**config.mk**
```make
export PLATFORM = sky130hd
export DESIGN_NAME = multi_ch_timestamp_flat
export DESIGN_NICKNAME = d
export VERILOG_FILES = /design/src/rtl/multi_ch_timestamp_if.sv /design/src/rtl/multi_ch_timestamp.sv /design/src/flat_wrapper.sv
export SDC_FILE = /design/constraint.sdc
export NUM_CORES = 1
export LEC_CHECK = 0
export ABC_AREA = 1
export BUFFER_PORTS_ARGS = -buffer_cell sky130_fd_sc_hd__buf_2
export CAP_MARGIN = 20
export CORE_MARGIN = 1.5
export CORE_UTILIZATION = 45
export DETAILED_ROUTE_END_ITERATION = 16
export HOLD_SLACK_MARGIN = 0.15
export PLACE_DENSITY = 0.58
export SLEW_MARGIN = 20
export SYNTH_ARGS = -nofsm -noshare
export SYNTH_HDL_FRONTEND = slang
export SYNTH_SLANG_ARGS = --single-unit
```
**constraint.sdc**
```tcl
create_clock -name clk -period 9.4 [get_ports clk]
set_input_delay 1.88 -clock clk [delete_from_list [all_inputs] [get_ports clk]]
set_output_delay 1.88 -clock clk [all_outputs]
set_load 0.005 [all_outputs]
```
**src/rtl/multi_ch_timestamp_if.sv**
```systemverilog
// Channel sample bus into multi_ch_timestamp and first-word-fall-through event FIFO head out.
interface multi_ch_timestamp_if #(
    parameter int NCH    = 4,
    parameter int CNTR_W = 10
);
    logic [NCH*CNTR_W-1:0] cntr;
    logic [NCH-1:0]        cntr_valid;
    logic [31:0]           data_out;
    logic                  data_out_valid;
    logic                  data_out_read;

    modport master (output cntr, cntr_valid, data_out_read, input data_out, data_out_valid);
    modport slave  (input cntr, cntr_valid, data_out_read, output data_out, data_out_valid);
endinterface

```
**src/rtl/multi_ch_timestamp.sv**
```systemverilog
// Per-channel threshold-crossing detector that timestamps events into a shared FWFT FIFO.
// Optional MCTS_DROP_CNT_EN adds a saturating drop_cnt output counting lost events.
module multi_ch_timestamp #(
    parameter int          NCH        = 4,
    parameter int          CNTR_W     = 10,
    parameter int unsigned THRESH     = 512,
    parameter int          FIFO_DEPTH = 16
) (
    input  logic                clk,
    input  logic                rst,
    multi_ch_timestamp_if.slave bus
`ifdef MCTS_DROP_CNT_EN
    ,
    output logic [15:0]         drop_cnt
`endif
);
    localparam int          AW      = $clog2(FIFO_DEPTH);
    localparam logic [AW:0] PTR_ONE = (AW + 1)'(1);

    typedef enum logic {ARMED = 1'b0, WAIT_LOW = 1'b1} ch_state_e;

    logic [27:0]    timer;
    ch_state_e      state_q [NCH];
    ch_state_e      state_d [NCH];
    logic [NCH-1:0] above;
    logic [NCH-1:0] evt;
    logic [NCH-1:0] pend_v;
    logic [NCH-1:0] grant_oh;
    logic [27:0]    pend_ts [NCH];
    logic [3:0]     grant_id;
    logic [27:0]    grant_ts;
    logic           push;
    logic           pop;
    logic           empty;
    logic           full;
    logic [AW:0]    wr_ptr;
    logic [AW:0]    rd_ptr;
    logic [31:0]    mem [FIFO_DEPTH];

    // NOTE: sequential state uses <= so every register sees only pre-edge values.
    always_ff @(posedge clk or negedge rst) begin
        if (!rst) timer <= '0;
        else      timer <= timer + 28'd1;
    end

    always_comb begin
        for (int i = 0; i < NCH; i++)
            above[i] = 32'(bus.cntr[i*CNTR_W +: CNTR_W]) >= THRESH;
    end

    // NOTE: defaults come first in every always_comb so no path can infer a latch.
    always_comb begin
        for (int i = 0; i < NCH; i++) begin
            state_d[i] = state_q[i];
            evt[i]     = 1'b0;
            if (bus.cntr_valid[i]) begin
                case (state_q[i])
                    ARMED: begin
                        if (above[i]) begin
                            state_d[i] = WAIT_LOW;
                            evt[i]     = 1'b1;
                        end
                    end
                    WAIT_LOW: if (!above[i]) state_d[i] = ARMED;
                    default:  state_d[i] = ARMED;
                endcase
            end
        end
    end

    // Fixed priority: the lowest-index occupied pending register wins the write slot.
    assign grant_oh = pend_v & (~pend_v + NCH'(1));

    always_comb begin
        grant_id = '0;
        grant_ts = '0;
        for (int i = NCH - 1; i >= 0; i--) begin
            if (pend_v[i]) begin
                grant_id = 4'(i);
                grant_ts = pend_ts[i];
            end
        end
    end

    assign empty = (wr_ptr == rd_ptr);
    assign full  = (wr_ptr[AW] != rd_ptr[AW]) && (wr_ptr[AW-1:0] == rd_ptr[AW-1:0]);
    assign pop   = bus.data_out_read && !empty;
    assign push  = (|pend_v) && (!full || pop);

    // A register being drained this edge still counts as occupied, so a same-edge event is lost.
    always_ff @(posedge clk or negedge rst) begin
        if (!rst) begin
            pend_v <= '0;
            for (int i = 0; i < NCH; i++) state_q[i] <= ARMED;
        end else begin
            state_q <= state_d;
            for (int i = 0; i < NCH; i++) begin
                if (push && grant_oh[i])        pend_v[i] <= 1'b0;
                else if (evt[i] && !pend_v[i])  pend_v[i] <= 1'b1;
            end
        end
    end

    // NOTE: payload storage has no reset; pend_v and the FIFO pointers define what is live.
    always_ff @(posedge clk) begin
        for (int i = 0; i < NCH; i++)
            if (evt[i] && !pend_v[i]) pend_ts[i] <= timer;
        if (push) mem[wr_ptr[AW-1:0]] <= {grant_id, grant_ts};
    end

    always_ff @(posedge clk or negedge rst) begin
        if (!rst) begin
            wr_ptr <= '0;
            rd_ptr <= '0;
        end else begin
            if (push) wr_ptr <= wr_ptr + PTR_ONE;
            if (pop)  rd_ptr <= rd_ptr + PTR_ONE;
        end
    end

    assign bus.data_out_valid = !empty;
    assign bus.data_out       = empty ? 32'h0 : mem[rd_ptr[AW-1:0]];

`ifdef MCTS_DROP_CNT_EN
    logic [NCH-1:0] drop;
    logic [4:0]     drop_n;
    logic [16:0]    drop_sum;

    assign drop = evt & pend_v;

    always_comb begin
        drop_n = '0;
        for (int i = 0; i < NCH; i++) drop_n = drop_n + 5'(drop[i]);
    end

    assign drop_sum = {1'b0, drop_cnt} + {12'd0, drop_n};

    always_ff @(posedge clk or negedge rst) begin
        if (!rst) drop_cnt <= '0;
        else      drop_cnt <= drop_sum[16] ? 16'hFFFF : drop_sum[15:0];
    end
`endif
endmodule

```
**src/flat_wrapper.sv**
```systemverilog
// flat-port wrapper written by rule: the top's interface ports become plain ports
module multi_ch_timestamp_flat 
#(
    parameter int          NCH        = 4,
    parameter int          CNTR_W     = 10,
    parameter int unsigned THRESH     = 512,
    parameter int          FIFO_DEPTH = 16
)
  (clk, rst, bus_cntr, bus_cntr_valid, bus_data_out_read, bus_data_out, bus_data_out_valid);
  multi_ch_timestamp_if #(.NCH(NCH), .CNTR_W(CNTR_W)) bus_i ();
  input  logic clk;
  input  logic rst;
  input wire logic [$bits(bus_i.cntr)-1:0] bus_cntr;
  input wire logic [$bits(bus_i.cntr_valid)-1:0] bus_cntr_valid;
  input wire logic [$bits(bus_i.data_out_read)-1:0] bus_data_out_read;
  output wire logic [$bits(bus_i.data_out)-1:0] bus_data_out;
  output wire logic [$bits(bus_i.data_out_valid)-1:0] bus_data_out_valid;
  assign bus_i.cntr = bus_cntr;
  assign bus_i.cntr_valid = bus_cntr_valid;
  assign bus_i.data_out_read = bus_data_out_read;
  assign bus_data_out = bus_i.data_out;
  assign bus_data_out_valid = bus_i.data_out_valid;
  multi_ch_timestamp #(.NCH(NCH), .CNTR_W(CNTR_W), .THRESH(THRESH), .FIFO_DEPTH(FIFO_DEPTH)) u_core (.clk(clk), .rst(rst), .bus(bus_i));
endmodule
```
Yosys cells after proc, flatten, opt, wreduce, memory -nomap -nowiden:

Memory sizes are Yosys's and may differ from the RTL's.
Cells that the tools add are included.

* bits in registers: 46
* latch bits: 0
* memory bits (writable): 592
* bits in read-only memories: 0
* input port bits: 47
* output and inout bits: 33
* word-level logic and storage cells: 88
* memories: 2

* add/sub/neg operators: 4
* multiply operators: 0
* divide/modulo/power cells: 0
* order comparisons: 4
* eq/ne operators: 3
* shifts and indexed selects: 0
* muxes and demuxes: 39
* bitwise operators: 2
* reduce and logical (&&, ||, !) cells: 23

Memories
* u_core.mem: depth 16, width 30, read ports 1, clocked after memory_dff 0, write ports 1, line multi_ch_timestamp.sv:38 `logic [31:0] mem [FIFO_DEPTH];`
* u_core.pend_ts: depth 4, width 28, read ports 4, clocked after memory_dff 0, write ports 4, line multi_ch_timestamp.sv:29 `logic [27:0] pend_ts [NCH];`

Operators with widths (count)
* $mux 28: 4
* $ge 10x10->1 const B: 4
* $mux 32: 1
* $mux 1: 30
* $add 28x1->28 const B: 1
* $logic_and 1x1->1: 11
* $add 5x1->5 const B: 2
* $mux 2: 4
* $reduce_bool 2->1: 4
* $logic_not 1->1: 6
* $eq 5x5->1: 1
* $add 4x1->4 const B: 1
* $and 4x4->4: 1
* $eq 4x4->1: 1
* $not 4->4: 1
* $reduce_or 4->1: 1
* $logic_or 1x1->1: 1
* $ne 1x1->1: 1

Depth between registers and ports, before layout:

Gate-level depths: netlist of run 1.

* depth in word-level cells: 7
* gate-level depth with buffers: 11
* gate-level depth less buffers: 8

Worst setup path before layout of run 1:

No wires, ideal clock.

* path type: input-to-reg
* start point: input port bus_cntr_valid[1]
* end point: memory u_core.pend_ts[1][0], enable pin
* library setup time: 0.450 ns
* data arrival time: 3.914 ns
* data required time: 8.950 ns
* setup slack: 5.035 ns
* cell stages on the path: 2
* buffers on the path: 0
* cell sequence: nand2_1 nor3_1

RTL lines
* start: declaration: line flat_wrapper.sv:14 `input wire logic [$bits(bus_i.cntr_valid)-1:0] bus_cntr_valid;`
* end: declaration: line multi_ch_timestamp.sv:29

Worst setup path after layout of run 1:

* start point: register u_core.rd_ptr[0]
* end point: output port bus_data_out[29]

* word-level cells in the longest chain between the ends: 2
* elaborated cells on any way between the ends: 3
* those cells by class: eq/ne (1); mux (1); memory (1)

Ends and longest elaborated chain
* start: declaration: line multi_ch_timestamp.sv:37 `logic [AW:0] rd_ptr;`
* start signal: assignment: line multi_ch_timestamp.sv:117 `if (pop) rd_ptr <= rd_ptr + PTR_ONE;`
* $mem_v2 16x30 / $eq 5x5->1 (equally long branches)
* $mux 32 (*): line multi_ch_timestamp.sv:122 `assign bus.data_out = empty ? 32'h0 : mem[rd_ptr[AW-1:0]];`
* end: declaration: line flat_wrapper.sv:16 `output wire logic [$bits(bus_i.data_out)-1:0] bus_data_out;`

Every way passes the cells marked *; elsewhere a longest branch is shown, timed or not.

==> results.ini, run 1 <==
[flow_run]
maxCapViolations=0

[critical_path]
cp_max_fo=97
start_kind=flop
r2r_setup_slack_ps=6230
critical_path_required_ps=7520
r2r-start=u_core.rd_ptr[2]
reg2reg_to=u_core.mem[11][2]
ff2ff_path_depth=7
arrival_ps=3710
critical_path_class=reg2out
endpoint_kind=output port

[synthesis]
synth-edff-count=592
yosysWarnings=0
mappedNetlistArea_mm2=0.0273
syn_avg_cell_area_um2=10.5
yosysSeqAreaShare_pct=69.4
async_flop_share_pct=7.21
netlist_instances=2597
synth_ff_type=edfxtp_1
yosysUniqueCellTypes=29
ys_seq_elements=638

[timing]
rsz0062_at_grt=false
clock.fmax_mhz=179
tightest_slew_ps=1100
hold_viol_final=0
skew_ps=23.5
relSlewSlack_pct=26.8
setup_tns_ps=0
setup_viol=0
final_max_slew_viol_count=0
period_needed_ps=5590
period_share_pct=59.4

[pwr]
powerDensity_mw_per_mm2=307
ir_worst_vdd_uv=216
p_leak_nw=12.7
fin_total_pwr_mw=9.30

[placement]
post_dp_cell_area_mm2=0.0283
io_buffers=41
gp_congestion=0.782
dp_hpwl_um=32600

[detailed_routing]
wl_um=65500
drc=0
drt_iter0_markers=1581
routedWlPerCell_um=19.0
drt-vias-per-instance=5.06
dr.pass1.iters=5
vias=17500
ant_nets=0

[clock_tree]
postCtsSetupRepairBufs=0
cts_resized=0
cts-htree-levels=3
hold_buffers=0
root_buffer=clkbuf_16
cts_buffers=68
cts_tree=done
path_clk_slew_ps=60
clock_latency_ps=590
cts_sinks=638
clock_path_buffers=3

[finish]
final_nets=2677
drive_gt1_share_pct=7.68
final_area_mm2=0.0304
area_growth_pct=11.4
diodes=0
fin_util_pct=50.5

[hold_path]
hp-class=reg2reg
hold_path_depth=2
hold_start=u_core.state_q[2]
worstHoldEndpoint=u_core.state_q[2]

[floorplan]
rows=90
initial_core_util_pct=45.3
ioPinCount=80
dieArea_mm2=0.0621
dieHeight_um=249
die_w_um=249
core_mm2=0.0601

[global_route]
grt_pass1_wl_um=99200
grt_max_degree=196
first_global_vias=16800
antenna_found_initial=1
grt.total_usage_pct=21.3
grt_overflow=0

[status]
run_status=finished clean

==> placed cells by master (no fill, tap or decap), types with 21 or more instances in the layout <==
master     count
nand2_1      973
nand3_1      317
xor2_1        21
nand4_1       30
clkbuf_16     70
edfxtp_1     592
nor2_1        27
dfrtp_1       43
a21oi_1       30
buf_4         38
inv_1        365
buf_2         41
==> worst max-delay path, stage by stage, from the launching register on <==
cell and delay (ps):
dfrtp_4 530, inv_6 460, buf_4 950, nand2_1 100, nand2_1 100, nand2_1 50
nand3_1 120, nand3_1 70, a21oi_1 390, buf_2 200
==> per-layer routing <==
layer  global-route usage (%)  routed length, µm  vias up
met3                     3.22               4440      101
met2                     35.2              30900      496
met5                        0                  0        -
met1                     28.8              28500     8415
met4                     7.13               1590        0
li1                         -                  -     8461
==> cells in the mapped netlist (all sizes together) (15+ instances only) <==
master | instances | area share [%]
xor2 | 21 | 0.67
inv | 369 | 5.1
nor3 | 15 | 0.28
nand2 | 974 | 13
edfxtp | 592 | 65
a21oi | 30 | 0.55
clkbuf | 40 | 0.55
buf | 84 | 1.7
dfrtp | 46 | 4.2
nor2 | 51 | 0.80
nand4 | 30 | 0.69
nand3 | 320 | 6.0
==> cell type report <==
| cell class | instances | area [µm²] |
|---|---|---|
| Clock inverter | 26 | 206 |
| Tap cell | 782 | 978 |
| Fill cell | 5326 | 29800 |
| Timing Repair Buffer | 80 | 510 |
| Clock buffer | 91 | 1850 |
| Inverter | 369 | 1400 |
| Sequential cell | 638 | 18900 |
| Multi-Input combinational cell | 1467 | 6480 |
==> kinds of logic after synthesis <==
logic type                 count (synthesis)  synth area share, %
AOI/OAI and AO/OA                         36                0.670
xor gates and xnor gates                  31                0.996
adders and majority gates                  6                0.275
buffers and inverters                    493                 7.37
DFF                                      638                 69.4
other                                      1               0.0138
and+or+nand+nor                         1392                 21.2
==> power by group <==
| part | switching, mW | leakage, nW | internal, mW |
|---|---|---|---|
| registers | 0.127 | 6.12 | 3.70 |
| logic | 2.17 | 5.56 | 0.793 |
| clock network | 1.05 | 0.999 | 1.46 |
==> registers in the layout, indices dropped and copies added, names as in the netlist <==
name / cells
u_core.timer: 28
u_core.state_q: 4
u_core.pend_v: 4
u_core.rd_ptr: 5
u_core.pend_ts: 112
u_core.wr_ptr: 5
u_core.mem: 480
==> metrics by stage <==
stage | hold slack (ps) | setup slack, ps | instances
2_1_floorplan | 476 | 5040 | 2598
3_3_place_gp | 504 | 4500 | 3336
3_5_place_dp | 527 | 4480 | 3336
4_1_cts | 543 | 3820 | 3453
5_1_grt | 561 | 3580 | 3453
6_report | 537 | 3810 | 3453
==> worst max-delay path by stage <==
| stage | depth (start not counted) | start | slack, ps | endpoint |
|---|---|---|---|---|
| 6_report | 9 | u_core.rd_ptr[0] | 3810 | bus_data_out[29] |
| 5_1_grt | 9 | u_core.rd_ptr[0] | 3580 | bus_data_out[29] |
| 4_1_cts | 9 | u_core.rd_ptr[0] | 3820 | bus_data_out[29] |
| 3_5_place_dp | 9 | u_core.rd_ptr[0] | 4480 | bus_data_out[29] |
| 3_3_place_gp | 9 | u_core.rd_ptr[0] | 4500 | bus_data_out[29] |
| 2_1_floorplan | 2 | bus_cntr_valid[1] | 5040 | u_core.pend_ts[1][0] |
Power figures use the tool's default switching activity.
==> inputs of run 2 (changes only) <==
--- a/config.mk
+++ b/config.mk
@@ -5,7 +5,7 @@
 export SDC_FILE = /design/constraint.sdc
 export NUM_CORES = 1
 export LEC_CHECK = 0
-export ABC_AREA = 1
+export ABC_AREA = 0
 export BUFFER_PORTS_ARGS = -buffer_cell sky130_fd_sc_hd__buf_2
 export CAP_MARGIN = 20
 export CORE_MARGIN = 1.5
==> constraint.sdc (replaced) <==
create_clock -name clk -period 5.7 [get_ports clk]
set_input_delay 1.14 -clock clk [delete_from_list [all_inputs] [get_ports clk]]
set_output_delay 1.14 -clock clk [all_outputs]
set_load 0.005 [all_outputs]
==> results.ini, run 2 <==
[finish]
final_cell_mix=592 x edfxtp_1, 120 x mux4_2, 103 x a22oi_1, 71 x clkbuf_16, 55 x buf_4
final_nets=1336
layout_commonest_cell=edfxtp_1
fillCellCount=4295
layout.cells.non_filler=2032
regArea_mm2=0.0189
drive_gt1_share_pct=25.7
largest_reg_flops=480
diodes=0
multiInputGateArea_mm2=0.00513
area_growth_pct=14.1

[pwr]
power_frac_seq_pct=43.7
clockPowerShare_pct=30.4
fin_total_pwr_mw=14.0
ir_worst_vdd_uv=352
p_sw_mw=4.07
p_leak_nw=9.17
swShare_pct=29.1
powerDensity_mw_per_mm2=505
combPwrFrac_pct=25.9
power.internal_mw=9.93

[floorplan]
rows=85
ioPinCount=80
initial_core_util_pct=45.4
dieHeight_um=235
core_mm2=0.0536
die_w_um=235
dieArea_mm2=0.0555

[timing]
relSlewSlack_pct=29.3
rsz0062_at_grt=false
setup_viol=0
period_needed_ps=4380
timing.hold.ws_ps=527
final_max_slew_viol_count=0
setup_tns_ps=0
hold_viol_final=0
skew_ps=27.2
tightest_slew_ps=1060
clock.fmax_mhz=228
period_share_pct=76.8

[clock_tree]
cts_tree=done
cts_resized=0
path_clk_slew_ps=60
clock_path_buffers=3
clock_latency_ps=600
cts_sinks=638
cts_buffers=68
postCtsSetupRepairBufs=0
root_buffer=clkbuf_16
cts-htree-levels=3
hold_buffers=0

[synthesis]
yosysUniqueCellTypes=40
netlist_instances=1184
synth_most_common_cell=edfxtp_1
synthTopCellsByArea=edfxtp_1 73%, mux4_2 11%, dfrtp_1 4.7%
syn_avg_cell_area_um2=20.5
mappedNetlistArea_mm2=0.0243
async_flop_share_pct=7.21
synth_ff_type=edfxtp_1
ys_seq_elements=638
yosysTopAreaCell=edfxtp_1
yosys.area.top_type_share_pct=73.1
synthTopCellsByCount=592 x edfxtp_1, 120 x mux4_2, 103 x a22oi_1, 46 x dfrtp_1, 43 x a21oi_1
yosysWarnings=0
synth-edff-count=592
yosysSeqAreaShare_pct=77.8

[critical_path]
arrival_ps=3240
critical_path_class=reg2out
endpoint_kind=output port
startpoint=u_core.rd_ptr[1]
r2r-start=u_core.rd_ptr[1]
critical_path_required_ps=4560
cp_max_fo=64
start_kind=flop

[placement]
io_buffers=41
placed_cells=1909
gp_congestion=0.715
dp_hpwl_um=27200

[detailed_routing]
ant_nets=0
drc=0
wl_um=52000
drt-vias-per-instance=5.72
dr.pass1.iters=4
drt_iter0_markers=1046
vias=11600
routedWlPerCell_um=25.6

[global_route]
first_global_vias=12100
grt_overflow=0
antenna_found_initial=2
grt_pass1_wl_um=78300
grt_max_degree=79
grt.total_usage_pct=19.3

[flow_run]
maxCapViolations=0

[status]
run_status=finished clean

[hold_path]
hold_start=u_core.timer[27]
hp-class=reg2reg

run 2: cell types whose count changed in the layout (fill, tap and decap cells not counted), moves of 23 or more:
cell / change
inv_1: -360
nand3_1: -311
a22oi_1: +103
mux4_2: +120
o21ai_0: +23
nand2_1: -943
run 2: cell families after synthesis:
family          after synthesis  share of synthesized area (%)
simple gates                119                           2.63
other cells                   1                         0.0154
flops                       638                           77.8
buf+inv                      74                           1.61
fa+ha+maj                     6                          0.309
compound gates              181                           4.83
xor+xnor                     40                           1.44
mux                         125                           11.3
run 2: path summary, 6_finish.rpt:
kind                            cells after the start  slack, ps           endpoint
worst max-delay path                                5       1320    bus_data_out[0]
worst max register to register                      6       2290  u_core.mem[3][19]
worst min register to register                      1        530   u_core.timer[27]
max in group asynchronous                           2       4530   u_core.rd_ptr[0]
worst min-delay path                                1        530   u_core.timer[27]
min in group asynchronous                           2        650    u_core.timer[8]
run 2: worst max-delay path: stages (launching register included):
cell,delay (ps)
dfrtp_4,650
buf_4,830
mux4_2,370
a22oi_1,90
a21oi_1,470
buf_2,210
run 2: power by group through the flow:
stage | Sequential [mW] | Combinational (mW) | Clock (mW)
2_1_floorplan | 6.11 | 2.47 | 0
3_3_place_gp | 6.20 | 3.65 | 0
3_5_place_dp | 6.23 | 3.69 | 0
4_1_cts | 6.13 | 3.69 | 4.34
5_1_grt | 6.17 | 3.92 | 4.53
6_report | 6.13 | 3.62 | 4.26
run 2: stage by stage:
step | setup WS [ps] | utilization, % | instance area [µm²]
final | 1320 | 51.8 | 27700
after global routing | 1220 | 51.8 | 27700
after CTS | 1290 | 51.8 | 27700
after detailed placement | 1950 | 47.7 | 25600
after global placement | 1900 | 47.7 | 25600
after floorplan | 1230 | - | 24300
run 2: final cells by class:
class | count | area share [%]
multi-input combinational | 473 | 18.5
clock inverter | 29 | 0.969
sequential | 638 | 68.2
clock buffer | 94 | 6.79
inverter | 5 | 0.0676
tap | 696 | 3.14
timing repair buffer | 97 | 2.30
run 2: per-layer routing:
| layer | track usage (%) | wire, µm | vias to the layer above |
|---|---|---|---|
| li1 | - | - | 5087 |
| met2 | 30.6 | 25200 | 273 |
| met3 | 3.15 | 2360 | 50 |
| met1 | 27.8 | 23600 | 6218 |
| met5 | 0 | 0 | - |
| met4 | 5.36 | 762 | 0 |
